File: config.mk
export PLATFORM = sky130hd
export DESIGN_NAME = pin_bus_host
export DESIGN_NICKNAME = d
export VERILOG_FILES = /design/src/rtl/pin_host_pkg.sv /design/src/rtl/pin_sync.sv /design/src/rtl/pin_bus_host.sv
export SDC_FILE = /design/constraint.sdc
export NUM_CORES = 1
export LEC_CHECK = 0
export BUFFER_PORTS_ARGS = -buffer_cell sky130_fd_sc_hd__buf_2
export CORE_ASPECT_RATIO = 1.4
export CORE_MARGIN = 2
export CORE_UTILIZATION = 28
export CTS_BUF_LIST = sky130_fd_sc_hd__clkbuf_8
export DETAILED_ROUTE_END_ITERATION = 7
export PLACE_DENSITY_LB_ADDON = 0.12
export SYNTH_ARGS = -nofsm -noshare
export SYNTH_HDL_FRONTEND = slang
export SYNTH_SLANG_ARGS = --single-unit
File: constraint.sdc
create_clock -name clk -period 2.15 [get_ports clk]
set_clock_uncertainty 0.05 [all_clocks]
set_input_delay 0.215 -clock clk [delete_from_list [all_inputs] [get_ports clk]]
set_output_delay 0.215 -clock clk [all_outputs]
set_load 0.02 [all_outputs]
File: src/rtl/pin_host_pkg.sv
// Shared types and constants for the pin-bus host.
package pin_host_pkg;

    localparam int PIN_W   = 8;
    localparam int TMO_W   = 8;
    localparam int SETUP_W = 4;

    typedef enum logic [2:0] {
        ST_IDLE     = 3'd0,
        ST_SETUP    = 3'd1,
        ST_WAIT_ACK = 3'd2,
        ST_RELEASE  = 3'd3,
        ST_DONE     = 3'd4
    } pin_host_state_t;

    localparam logic [PIN_W-1:0] PIN_UI_RST      = '0;
    localparam logic             PIN_STRB_RST    = 1'b0;
    localparam logic [PIN_W-1:0] RSP_DATA_RST    = '0;
    localparam logic             RSP_TIMEOUT_RST = 1'b0;

endpackage

File: src/rtl/pin_sync.sv
// Two-flop synchronizer for the responder's pins (ack + response byte).
module pin_sync #(
    parameter int W = 9
) (
    input  logic         clk,
    input  logic         rst,
    input  logic [W-1:0] d_i,
    output logic [W-1:0] q_o
);

    logic [W-1:0] meta_q;
    logic [W-1:0] sync_q;

    // Two back-to-back stages; first stage may go metastable.
    always_ff @(posedge clk or posedge rst) begin
        if (rst) begin
            meta_q <= '0;
            sync_q <= '0;
        end else begin
            meta_q <= d_i;
            sync_q <= meta_q;
        end
    end

    assign q_o = sync_q;

endmodule

File: src/rtl/pin_bus_host.sv
// Initiator driving a user project's dedicated pins: byte out on pin_ui with
// a strobe, wait for ack, capture pin_uo, wait for ack release.
// Build option: PIN_HOST_SYNC_EN inserts a 2-flop synchronizer on pin_ack
// and pin_uo (each ack edge then seen 2 cycles later).
//
// state       | meaning
// ------------+----------------------------------------------------------
// ST_IDLE     | ready for a request; ack ignored
// ST_SETUP    | pin_ui driven, strobe low, counting setup cycles
// ST_WAIT_ACK | strobe high, waiting for ack high (timeout-guarded)
// ST_RELEASE  | strobe low, response captured, waiting for ack low
// ST_DONE     | one-cycle response pulse, then back to idle
module pin_bus_host
    import pin_host_pkg::*;
#(
    parameter int SETUP_CYCLES   = 2,
    parameter int TIMEOUT_CYCLES = 255
) (
    input  logic             clk,
    input  logic             rst,
    input  logic             req_valid,
    output logic             req_ready,
    input  logic [PIN_W-1:0] req_data,
    output logic             rsp_valid,
    output logic [PIN_W-1:0] rsp_data,
    output logic             rsp_timeout,
    output logic             busy,
    output logic [PIN_W-1:0] pin_ui,
    output logic             pin_strb,
    input  logic [PIN_W-1:0] pin_uo,
    input  logic             pin_ack
);

    // Counters are down-counters loaded with N-1 so that the terminal count
    // (zero) lands on the Nth cycle.
    localparam logic [SETUP_W-1:0] SETUP_LOAD = SETUP_W'(SETUP_CYCLES - 1);
    localparam logic [TMO_W-1:0]   TMO_LOAD   = TMO_W'(TIMEOUT_CYCLES - 1);

    pin_host_state_t   state_q,     state_d;
    logic [SETUP_W-1:0] setup_cnt_q, setup_cnt_d;
    logic [TMO_W-1:0]   tmo_cnt_q,   tmo_cnt_d;
    logic [PIN_W-1:0]   pin_ui_q,    pin_ui_d;
    logic               pin_strb_q,  pin_strb_d;
    logic [PIN_W-1:0]   rsp_data_q,  rsp_data_d;
    logic               rsp_tmo_q,   rsp_tmo_d;

    logic               ack_s;
    logic [PIN_W-1:0]   uo_s;

`ifdef PIN_HOST_SYNC_EN
    logic [PIN_W:0] sync_out;

    pin_sync #(.W(PIN_W + 1)) u_pin_sync (
        .clk (clk),
        .rst (rst),
        .d_i ({pin_ack, pin_uo}),
        .q_o (sync_out)
    );

    assign ack_s = sync_out[PIN_W];
    assign uo_s  = sync_out[PIN_W-1:0];
`else
    assign ack_s = pin_ack;
    assign uo_s  = pin_uo;
`endif

    // State, counters and pin/response registers.
    always_ff @(posedge clk or posedge rst) begin
        if (rst) begin
            state_q     <= ST_IDLE;
            setup_cnt_q <= '0;
            tmo_cnt_q   <= '0;
            pin_ui_q    <= PIN_UI_RST;
            pin_strb_q  <= PIN_STRB_RST;
            rsp_data_q  <= RSP_DATA_RST;
            rsp_tmo_q   <= RSP_TIMEOUT_RST;
        end else begin
            state_q     <= state_d;
            setup_cnt_q <= setup_cnt_d;
            tmo_cnt_q   <= tmo_cnt_d;
            pin_ui_q    <= pin_ui_d;
            pin_strb_q  <= pin_strb_d;
            rsp_data_q  <= rsp_data_d;
            rsp_tmo_q   <= rsp_tmo_d;
        end
    end

    // Next-state logic for the handshake sequence.
    always_comb begin
        state_d     = state_q;
        setup_cnt_d = setup_cnt_q;
        tmo_cnt_d   = tmo_cnt_q;
        pin_ui_d    = pin_ui_q;
        pin_strb_d  = pin_strb_q;
        rsp_data_d  = rsp_data_q;
        rsp_tmo_d   = rsp_tmo_q;

        case (state_q)
            ST_IDLE: begin
                if (req_valid) begin
                    pin_ui_d    = req_data;
                    setup_cnt_d = SETUP_LOAD;
                    state_d     = ST_SETUP;
                end
            end
            ST_SETUP: begin
                if (setup_cnt_q == '0) begin
                    pin_strb_d = 1'b1;
                    tmo_cnt_d  = TMO_LOAD;
                    state_d    = ST_WAIT_ACK;
                end else begin
                    setup_cnt_d = setup_cnt_q - 1'b1;
                end
            end
            ST_WAIT_ACK: begin
                if (ack_s) begin
                    rsp_data_d = uo_s;
                    rsp_tmo_d  = 1'b0;
                    pin_strb_d = 1'b0;
                    tmo_cnt_d  = TMO_LOAD;
                    state_d    = ST_RELEASE;
                end else if (tmo_cnt_q == '0) begin
                    rsp_data_d = RSP_DATA_RST;
                    rsp_tmo_d  = 1'b1;
                    pin_strb_d = 1'b0;
                    state_d    = ST_DONE;
                end else begin
                    tmo_cnt_d = tmo_cnt_q - 1'b1;
                end
            end
            ST_RELEASE: begin
                if (!ack_s) begin
                    rsp_tmo_d = 1'b0;
                    state_d   = ST_DONE;
                end else if (tmo_cnt_q == '0) begin
                    // A stuck ack discards the byte captured earlier.
                    rsp_data_d = RSP_DATA_RST;
                    rsp_tmo_d  = 1'b1;
                    state_d    = ST_DONE;
                end else begin
                    tmo_cnt_d = tmo_cnt_q - 1'b1;
                end
            end
            ST_DONE: begin
                state_d = ST_IDLE;
            end
            default: begin
                state_d = ST_IDLE;
            end
        endcase
    end

    assign req_ready   = (state_q == ST_IDLE);
    assign busy        = (state_q != ST_IDLE);
    assign rsp_valid   = (state_q == ST_DONE);
    assign rsp_timeout = rsp_valid & rsp_tmo_q;
    assign rsp_data    = rsp_data_q;
    assign pin_ui      = pin_ui_q;
    assign pin_strb    = pin_strb_q;

endmodule

# == Yosys cells after proc, flatten, opt, wreduce, memory -nomap -nowiden ==
# Index checks and enable logic that the tools add are counted.
# word_totals
reg_bits,33
latchBits,0
ramBits,0
romBits,0
in_bits,20
out_inout_bits,21
wordCells,59
mem_count,0
# classes
n_addsub,2
n_mul,0
n_div,0
magnitude_cmp,0
n_eq_ne,9
shifts,0
muxes,26
bitwise_logic,1
n_reduce_logical,14
# ops
operator,count
8-bit two-way mux,7
8-bit case mux with 3 select lines,1
8-bit case mux with 2 select lines,1
3-bit two-way mux,5
3-bit case mux with 4 select lines,1
3-bit AND reduction,3
8-bit zero test,1
4-bit two-way mux,2
2-bit inequality test (second input constant),4
4-bit case mux with 2 select lines,1
8-bit by 1-bit subtractor with 8-bit output (second input constant),1
3-bit by 2-bit == test with 1-bit output (second input constant),2
1-bit two-way mux,6
2-bit AND reduction,3
2-bit nonzero test,3
3-bit nonzero test,2
4-bit zero test,1
1-bit case mux with 2 select lines,2
4-bit by 1-bit subtractor with 4-bit output (second input constant),1
3-bit by 1-bit == test with 1-bit output (second input constant),1
3-bit == test (second input constant),1
3-bit zero test,1
3-bit inequality test (second input constant),1
1-bit AND,1

# == Logic depth before layout (Yosys ltp) ==
# Gate-level depths: netlist (run 1).
# depth
word_depth,4
ltp_mapped,7
mapped_depth_nobuf,6

# == Worst setup path before layout (run 1) ==
# OpenSTA, ideal clock, no wires.
# synth_timing
path_kind,register to register
startpoint,register state_q[1]
endpoint,register pin_ui_q[0] (netlist: pin_ui[0])
setup_ns,0.125
arrival_ns,1.979
t_required_ns,1.975
path_slack_ns,-0.004
path_stages_with_launch,6
n_path_buf,2
synth_period_minus_slack_ns,2.154
path_cell_list,dfrtp_1 -> buf_6 -> nor3_1 -> and2_0 -> buf_2 -> mux2_2
# synth_between
elab_chain_cells,2
# synth_lines
item,line,rtl
from (decl),pin_bus_host.sv:39,"pin_host_state_t state_q, state_d;"
from (signal assigned),pin_bus_host.sv:78,state_q <= state_d;
3-bit zero test,n/a,
via req_ready,pin_bus_host.sv:22,"output logic req_ready,"
2-bit AND reduction (no source line),n/a,
to (signal assigned),pin_bus_host.sv:81,pin_ui_q <= pin_ui_d;
to (decl),pin_bus_host.sv:42,"logic [PIN_W-1:0] pin_ui_q, pin_ui_d;"
# The timed path passes the listed nets, and every way through them passes these cells.
# A chain may end at the register's enable or synchronous reset.

# == Worst setup path in the final report (run 1) ==
# layout_timing
startpoint,register tmo_cnt_q[0]
endpoint,register tmo_cnt_q[7]
# layout_between
elab_chain_cells,4
word_cells_on_any_way,6
classes_between,add/sub: 1; mux: 4; reduce/logical: 1
# layout_lines
item,line,rtl
from (decl),pin_bus_host.sv:41,"logic [TMO_W-1:0] tmo_cnt_q, tmo_cnt_d;"
from (signal assigned),pin_bus_host.sv:80,tmo_cnt_q <= tmo_cnt_d;
8-bit by 1-bit subtractor with 8-bit output / 8-bit zero test (equally long branches),n/a,
8-bit two-way mux *,"pin_bus_host.sv:122, pin_bus_host.sv:135",
8-bit two-way mux (on tied branches),"pin_bus_host.sv:132, pin_bus_host.sv:116",
8-bit case mux with 3 select lines *,pin_bus_host.sv:98,case (state_q)
# Mark *: on every way between the ends. The rest lies on a longest branch, timed or not. The select of a mux whose other input is x is not followed.

==> metrics, run 1 <==
commonest non-fill, non-tap cell in the layout=buf_2; Nets=214; Crit. End Element=register; initial antenna violation count=0; Max-Cap Viols=0; CP Launch Type=register; height of the die=93.4 um; largest net degree at the start of global routing=34; Initial Util=0.289; Max-slew headroom=0.591; CTS H-tree lvls=2; Synth Flop Type=dfrtp_1; drt wl/cell=14.0 um; I/O pin count=41; Syn Inst Count=140; DRC Markers=0; Yosys warning count=0; fin crit period=1950 ps; Clock Latency Late Sink=280 ps; core area=5530 um2; RePlAce Congestion=0.738; sequential share of the synthesized area=0.517; # diodes=0; Pleak=0.897 nW; vias in the first global route=1332; Final Hold Fails=0; Yosys reg bits=33; RSZ-0062 raised after global routing=no; Rows=32; Worst path max stage delay=510 ps; Total Wirelength=3620 um; CP delay by family, top=simple AND/OR/NAND/NOR gates; worst vdd ir=0.000631 V; Critical path buffers and inverters=2; CTS tree=done; number of enable flip-flop cells after synthesis=0; TritonRoute pass-1 iters=4; Worst Hold Class=in2reg; CP max-delay cell=or3b_2; Bufs on Longest Clock Path=2; clk slew on worst S/H paths=60 ps; clk sink count=33; grt ovf=0; Arrival @ worst endpoint=2040 ps; worst-path fanout max=6; routed vias/inst=4.90; fillers=581; Worst Path Required=2230 ps; first-pass GRT wire length=6200 um; Total GRT Usage=0.132; cell area power density=1400 nW/um2; layout cell share with drive strength beyond 1=0.379; final worst-path cycle share=0.908; DR iter-0 viols=34; final setup vio count=0; total power=2.82 mW; R2R Setup Slk=200 ps; routed vias=1263; Setup Fix Bufs, Post-CTS=0; Final ANT Viol Nets=0; run status=complete, no violations; Avg Inst Size Synth=11.4 um2; area grow syn2layout=25.8%; Worst-Margin Slew=605 ps; CP Cell Sequence=inv_1 > ha_1 > or3b_2 > nor3_2 > buf_4 > or4_1 > nand3_1; commonest non-fill, non-tap cells in the layout=buf_2, dfrtp_1, mux2_2, inv_1; Final TNS setup=0 ps; WS Path Type=reg2reg; Final HPWL DP=2680 um; I/O Buffers=40; fin. max-slew vios=0; TritonCTS buffer count=5; post-synth cell types=40; Synth async-reset ratio=1.00; die area=6340 um2; Clk Tree Root Cell=clkbuf_8; Die Wd=67.8 um; fmax=0.512 GHz; syn_nets=163; Synth Cell Area=1600 um2
==> metrics by stage <==
step	hold slack, ps	cells	setup slack [ps]	utilization	instance area [um2]
5_1_grt	96.3	258	50.6	0.364	2010
3_5_place_dp	287	251	86.6	0.347	1920
2_1_floorplan	294	140	236	-	1600
6_report	107	258	198	0.364	2010
3_3_place_gp	277	251	165	0.347	1920
4_1_cts	101	258	72.7	0.362	2000
==> path summary, 6_finish.rpt <==
check | endpoint | cells after the start | start
worst min-delay path | rsp_data[4] | 2 | pin_uo[4]
worst max-delay path | tmo_cnt_q[7] | 7 | tmo_cnt_q[0]
worst min register to register | rsp_data[7] | 1 | rsp_data[7]
worst max register to register | tmo_cnt_q[7] | 7 | tmo_cnt_q[0]
min in group asynchronous | rsp_data[7] | 4 | rst
max in group asynchronous | tmo_cnt_q[3] | 4 | rst
==> registers in the layout, summed over array words and instances, names as in the netlist <==
signal and flops:
pin_ui 8, rsp_data 8, tmo_cnt_q 8, setup_cnt_q 4
state_q 3, pin_strb 1, rsp_tmo_q 1
==> Yosys cell counts, types with 2 or more instances <==
cell type | instances | area share
a21oi_1 | 7 | 0.022
a22o_1 | 8 | 0.044
and2_1 | 2 | 0.0078
buf_2 | 4 | 0.013
dfrtp_1 | 33 | 0.52
ha_1 | 3 | 0.023
inv_1 | 9 | 0.021
mux2_2 | 9 | 0.063
nand2_1 | 4 | 0.0094
nand2b_1 | 3 | 0.012
nand3_1 | 5 | 0.016
nor2_1 | 4 | 0.0094
nor3_1 | 4 | 0.013
nor3b_1 | 3 | 0.014
nor4b_1 | 2 | 0.011
o211ai_1 | 3 | 0.014
o21ai_0 | 6 | 0.019
o311ai_0 | 3 | 0.016
o41ai_1 | 2 | 0.011
or3_1 | 2 | 0.0078
or3b_2 | 2 | 0.011
or4_1 | 2 | 0.0094
xor2_1 | 3 | 0.016
==> per-layer routing <==
layer  track usage  up-vias  wire, um
li1              -      620         -
met1         0.160      612      1530
met2         0.217       26      1890
met3        0.0397        5       137
met4        0.0517        0        65
met5             0        -         0
==> power by group <==
part / leakage, nW / switching [mW] / internal [mW]
Clock: 0.0399 / 0.209 / 0.213
Sequential: 0.387 / 0.188 / 0.880
Combinational: 0.470 / 0.754 / 0.575
==> final cells by class <==
| class | count | area (um2) | share of cell area |
|---|---|---|---|
| clock buffers | 5 | 68.8 | 0.0342 |
| well taps | 68 | 85.1 | 0.0423 |
| inverters | 9 | 33.8 | 0.0168 |
| clock inverters | 1 | 5.00 | 0.00249 |
| repair buffers | 49 | 270 | 0.134 |
| multi-input cells | 93 | 721 | 0.359 |
| flip-flops and latches | 33 | 826 | 0.411 |
==> what timing repair did <==
item                                   in CTS  in global routing
resized for setup                           0                  2
endpoints found under the hold margin      33                  0
hold buffers                                1                  0
setup endpoints to repair                   0                  7
==> kinds of logic (layout without fill, tap and decap cells) <==
group,Yosys count,after routing,share of synthesized area
AOI/OAI and AO/OA,37,37,0.170
xor gates and xnor gates,3,3,0.0164
adders and majority gates,3,3,0.0235
buffers and inverters,14,64,0.0407
DFF,33,33,0.517
muxes,10,10,0.0697
and+or+nand+nor,40,40,0.163
No activity file was read; power rests on OpenSTA's default activity.
==> run 2: changes to the inputs <==
==> constraint.sdc (replaced) <==
create_clock -name clk -period 2.5 [get_ports clk]
set_clock_uncertainty 0.05 [all_clocks]
set_input_delay 0.25 -clock clk [delete_from_list [all_inputs] [get_ports clk]]
set_output_delay 0.25 -clock clk [all_outputs]
set_load 0.02 [all_outputs]
==> run 2 against run 1 <==
The run now ends with negative hold slack left. First-iteration DRC count fell by 15%. Sequential power fell by 15%. Routed wire length fell by 0.17%. Largest cell class unchanged.
==> metrics, run 2 (synthesized netlist as in run 1, its figures left out) <==
run status=complete, but fails checks; violated checks=negative hold slack; vias in the first global route=1308; Worst Hold Class=in2async; I/O pin count=41; clock power share=0.202; # diodes=0; largest net degree at the start of global routing=18; fin. max-slew vios=0; Final ANT Viol Nets=0; NetSw=0.999 mW; first-pass GRT wire length=6220 um; die area=6340 um2; placed cell areas=1910 um2; Die Wd=67.8 um; CP Launch Type=register; final worst-path cycle share=0.883; I/O Buffers=40; RePlAce Congestion=0.782; final setup vio count=0; Worst Path Required=2620 ps; fillers=565; WS Path Type=reg2reg; sw frac=0.391; Crit. End Element=register; commonest non-fill, non-tap cells in the layout=buf_2, dfrtp_1, inv_1; CTS tree=done; total power=2.56 mW; Post-Layout Cell Count=259; DR iter-0 viols=29; initial antenna violation count=0; Final TNS setup=0 ps; height of the die=93.4 um; Cells after DPL=251; Storage cell area=826 um2; routed vias=1277; drt wl/cell=13.9 um; Setup Fix Bufs, Post-CTS=0; Clk Tree Root Cell=clkbuf_8; Post-Layout Inst Area=2030 um2; Rows=32; cell area power density=1260 nW/um2; routed vias/inst=4.93; grt ovf=0; Clock Latency Late Sink=280 ps; TritonCTS buffer count=5; CTS Hold Bufs=0; post-CTS sizing=0; TritonRoute pass-1 iters=4; Total GRT Usage=0.132; Final HPWL DP=2710 um; Nets=213; Total Wirelength=3610 um; DRC Markers=0; R2R Setup Slk=290 ps; Final Util=0.367; CTS H-tree lvls=2; clk sink count=33; Max-Cap Viols=0; layout cell share with drive strength beyond 1=0.366; clk slew on worst S/H paths=70 ps; RSZ-0062 raised after global routing=no; worst-path fanout max=12; core area=5530 um2; worst vdd ir=0.000457 V; commonest non-fill, non-tap cell in the layout=buf_2; Seq pwr share=0.357; Hold Slack=-10.1 ps; Pleak=0.912 nW; Multi-input gate area=707 um2; Initial Util=0.289; Max-slew headroom=0.527; Bufs on Longest Clock Path=2; fmax=0.453 GHz; Final Hold Fails=14; Arrival @ worst endpoint=2330 ps; Internal=1.56 mW; area grow syn2layout=26.9%; Gate power share=0.441; fin crit period=2210 ps; Worst-Margin Slew=689 ps
## run 2: cell count changes in the layout (fill, tap and decap cells not counted), sizes merged
cell         change
clkbuf           +1
dlygate4sd3      -1
inv              +1
clkinv           -1
bufinv           +1
## run 2: per-stage QoR
step	worst slack [ps]	hold slack, ps
floorplan	346	329
global placement	417	315
detailed placement	301	322
CTS	277	10.5
global route	78.9	34.2
finish	292	-10.1
## run 2: final cells by class
cell class                      count  area share
Clock buffer                        6      0.0407
Clock inverter                      2      0.0167
Inverter                            9      0.0167
Multi-Input combinational cell     93       0.349
Sequential cell                    33       0.407
Tap cell                           68      0.0419
Timing Repair Buffer               48       0.128
## run 2: worst paths after layout
kind,depth (start not counted),startpoint,end
setup / recovery,6,setup_cnt_q[0],tmo_cnt_q[5]
hold / removal,2,rst,rsp_data[4]
setup reg to reg,6,setup_cnt_q[0],tmo_cnt_q[5]
hold reg to reg,1,rsp_data[6],rsp_data[6]
max in group asynchronous,3,rst,setup_cnt_q[3]
min in group clk,2,pin_uo[2],rsp_data[2]
## run 2: layer usage
layer  up-vias  wire length, um  track usage  part of all wire
met5         -                0            0                 0
met4         0               61       0.0500             0.017
met3         5              138       0.0421             0.038
met2        27             1870        0.208              0.52
met1       623             1550        0.165              0.43
li1        622                -            -                 -
## run 2: power by group through the flow
stage	clock network (mW)	logic (mW)	registers [mW]
detailed placement	0	1.15	0.920
CTS	0.537	1.15	0.914
global route	0.568	1.25	0.950
finish	0.516	1.13	0.912
floorplan	0	0.672	1.06
global placement	0	1.12	0.913
## run 2: critical path, cell delays in order, from the launching register on
cell and delay [ps]:
dfrtp_1 410, inv_1 100, ha_1 160, nor3b_1 350, a22oi_2 260, or4_1 520
o311ai_1 250
==> run 3: changes to the inputs <==
--- a/config.mk
+++ b/config.mk
@@ -11,7 +11,7 @@
 export CORE_UTILIZATION = 28
 export CTS_BUF_LIST = sky130_fd_sc_hd__clkbuf_8
 export DETAILED_ROUTE_END_ITERATION = 7
-export PLACE_DENSITY_LB_ADDON = 0.12
+export PLACE_DENSITY = 0.58
 export SYNTH_ARGS = -nofsm -noshare
 export SYNTH_HDL_FRONTEND = slang
 export SYNTH_SLANG_ARGS = --single-unit
==> run 3 against run 2 <==
Sequential power hardly changed. Die area stayed put. Total power is 0.45% lower. The run now ends clean. Critical path type unchanged. Maximum frequency is 0.94% higher.
==> metrics, run 3 (synthesized netlist as in run 1, its figures left out) <==
routed vias/inst=4.84; sw frac=0.387; Rows=32; Final Hold Fails=0; Gate power share=0.441; Internal=1.56 mW; Max-Cap Viols=0; Nets=213; Seq pwr share=0.358; final worst setup slack=313 ps; total power=2.54 mW; Setup Fix Bufs, Post-CTS=0; I/O pin count=41; Clock Latency Late Sink=290 ps; grt ovf=0; Hold Slack=41.4 ps; Pleak=0.912 nW; first-pass GRT wire length=5710 um; CP Launch Type=register; CTS H-tree lvls=2; RSZ-0062 raised after global routing=no; Clk Tree Root Cell=clkbuf_8; initial antenna violation count=0; Crit. End Element=register; final setup vio count=0; TritonRoute pass-1 iters=4; core area=5530 um2; # diodes=0; CTS Hold Bufs=0; Worst Hold Class=in2async; NetSw=0.985 mW; cell area power density=1250 nW/um2; commonest non-fill, non-tap cell in the layout=buf_2; DRC Markers=0; Die Wd=67.8 um; Final Util=0.368; Worst Path Required=2640 ps; largest net degree at the start of global routing=22; clk slew on worst S/H paths=70 ps; Total Wirelength=3350 um; vias in the first global route=1258; routed vias=1254; Initial Util=0.289; fmax=0.457 GHz; worst vdd ir=0.000582 V; Arrival @ worst endpoint=2330 ps; fin crit period=2190 ps; layout cell share with drive strength beyond 1=0.372; die area=6340 um2; final worst-path cycle share=0.875; CTS tree=done; area grow syn2layout=27.3%; Final HPWL DP=2460 um; WS Path Type=reg2reg; run status=complete, no violations; Final TNS setup=0 ps; TritonCTS buffer count=5; RePlAce Congestion=0.777; post-placement setup slack=340 ps; drt wl/cell=12.9 um; commonest non-fill, non-tap cells in the layout=buf_2, dfrtp_1, inv_1; clock power share=0.201; Worst-Margin Slew=762 ps; I/O Buffers=40; DR iter-0 viols=36; fin. max-slew vios=0; clk sink count=33; Bufs on Longest Clock Path=2; Total GRT Usage=0.122; Max-slew headroom=0.491; height of the die=93.4 um; post-CTS sizing=0; Final ANT Viol Nets=0; worst-path fanout max=12
run 3: cell counts in the layout (fill, tap and decap cells not counted):
No cell type changed its count.
run 3: stage by stage:
step / instances / area, um2
3_3_place_gp: 251 / 1920
6_report: 259 / 2030
5_1_grt: 259 / 2030
3_5_place_dp: 251 / 1920
2_1_floorplan: 140 / 1600
4_1_cts: 259 / 2030
run 3: path summary, 6_finish.rpt:
check,start,endpoint,slack [ps],cells after the start
max reg2reg,setup_cnt_q[0],tmo_cnt_q[5],310,6
max,setup_cnt_q[0],tmo_cnt_q[5],310,6
min in group clk,pin_uo[4],rsp_data[4],140,2
min,rst,rsp_data[1],40,2
max in group asynchronous,rst,rsp_tmo_q,1750,3
min reg2reg,setup_cnt_q[0],setup_cnt_q[0],450,1
run 3: power by group through the flow:
| stage | clock network (mW) | logic, mW | registers, mW |
|---|---|---|---|
| after floorplan | 0 | 0.672 | 1.06 |
| after global placement | 0 | 1.12 | 0.916 |
| after detailed placement | 0 | 1.14 | 0.920 |
| after CTS | 0.531 | 1.14 | 0.914 |
| after global routing | 0.551 | 1.26 | 0.948 |
| final | 0.512 | 1.12 | 0.911 |
run 3: worst max-delay path, cell delays in order (launching register included):
cell and delay [ps]:
dfrtp_1 400, inv_1 80, ha_1 150, nor3b_1 400, a22oi_2 270, or4_1 510
o311ai_1 220
run 3: area by class of cell:
class / count / area (um2)
Clock buffer: 6 / 82.6
Clock inverter: 2 / 33.8
Fill cell: 558 / 3490
Inverter: 9 / 33.8
Multi-Input combinational cell: 93 / 713
Sequential cell: 33 / 826
Tap cell: 68 / 85.1
Timing Repair Buffer: 48 / 260
run 3: layer usage:
layer	global-route usage	vias to the layer above	wire length, um
met5	0	-	0
met4	0.0700	0	71
met3	0.0373	4	140
met2	0.194	29	1650
met1	0.141	596	1480
li1	-	625	-
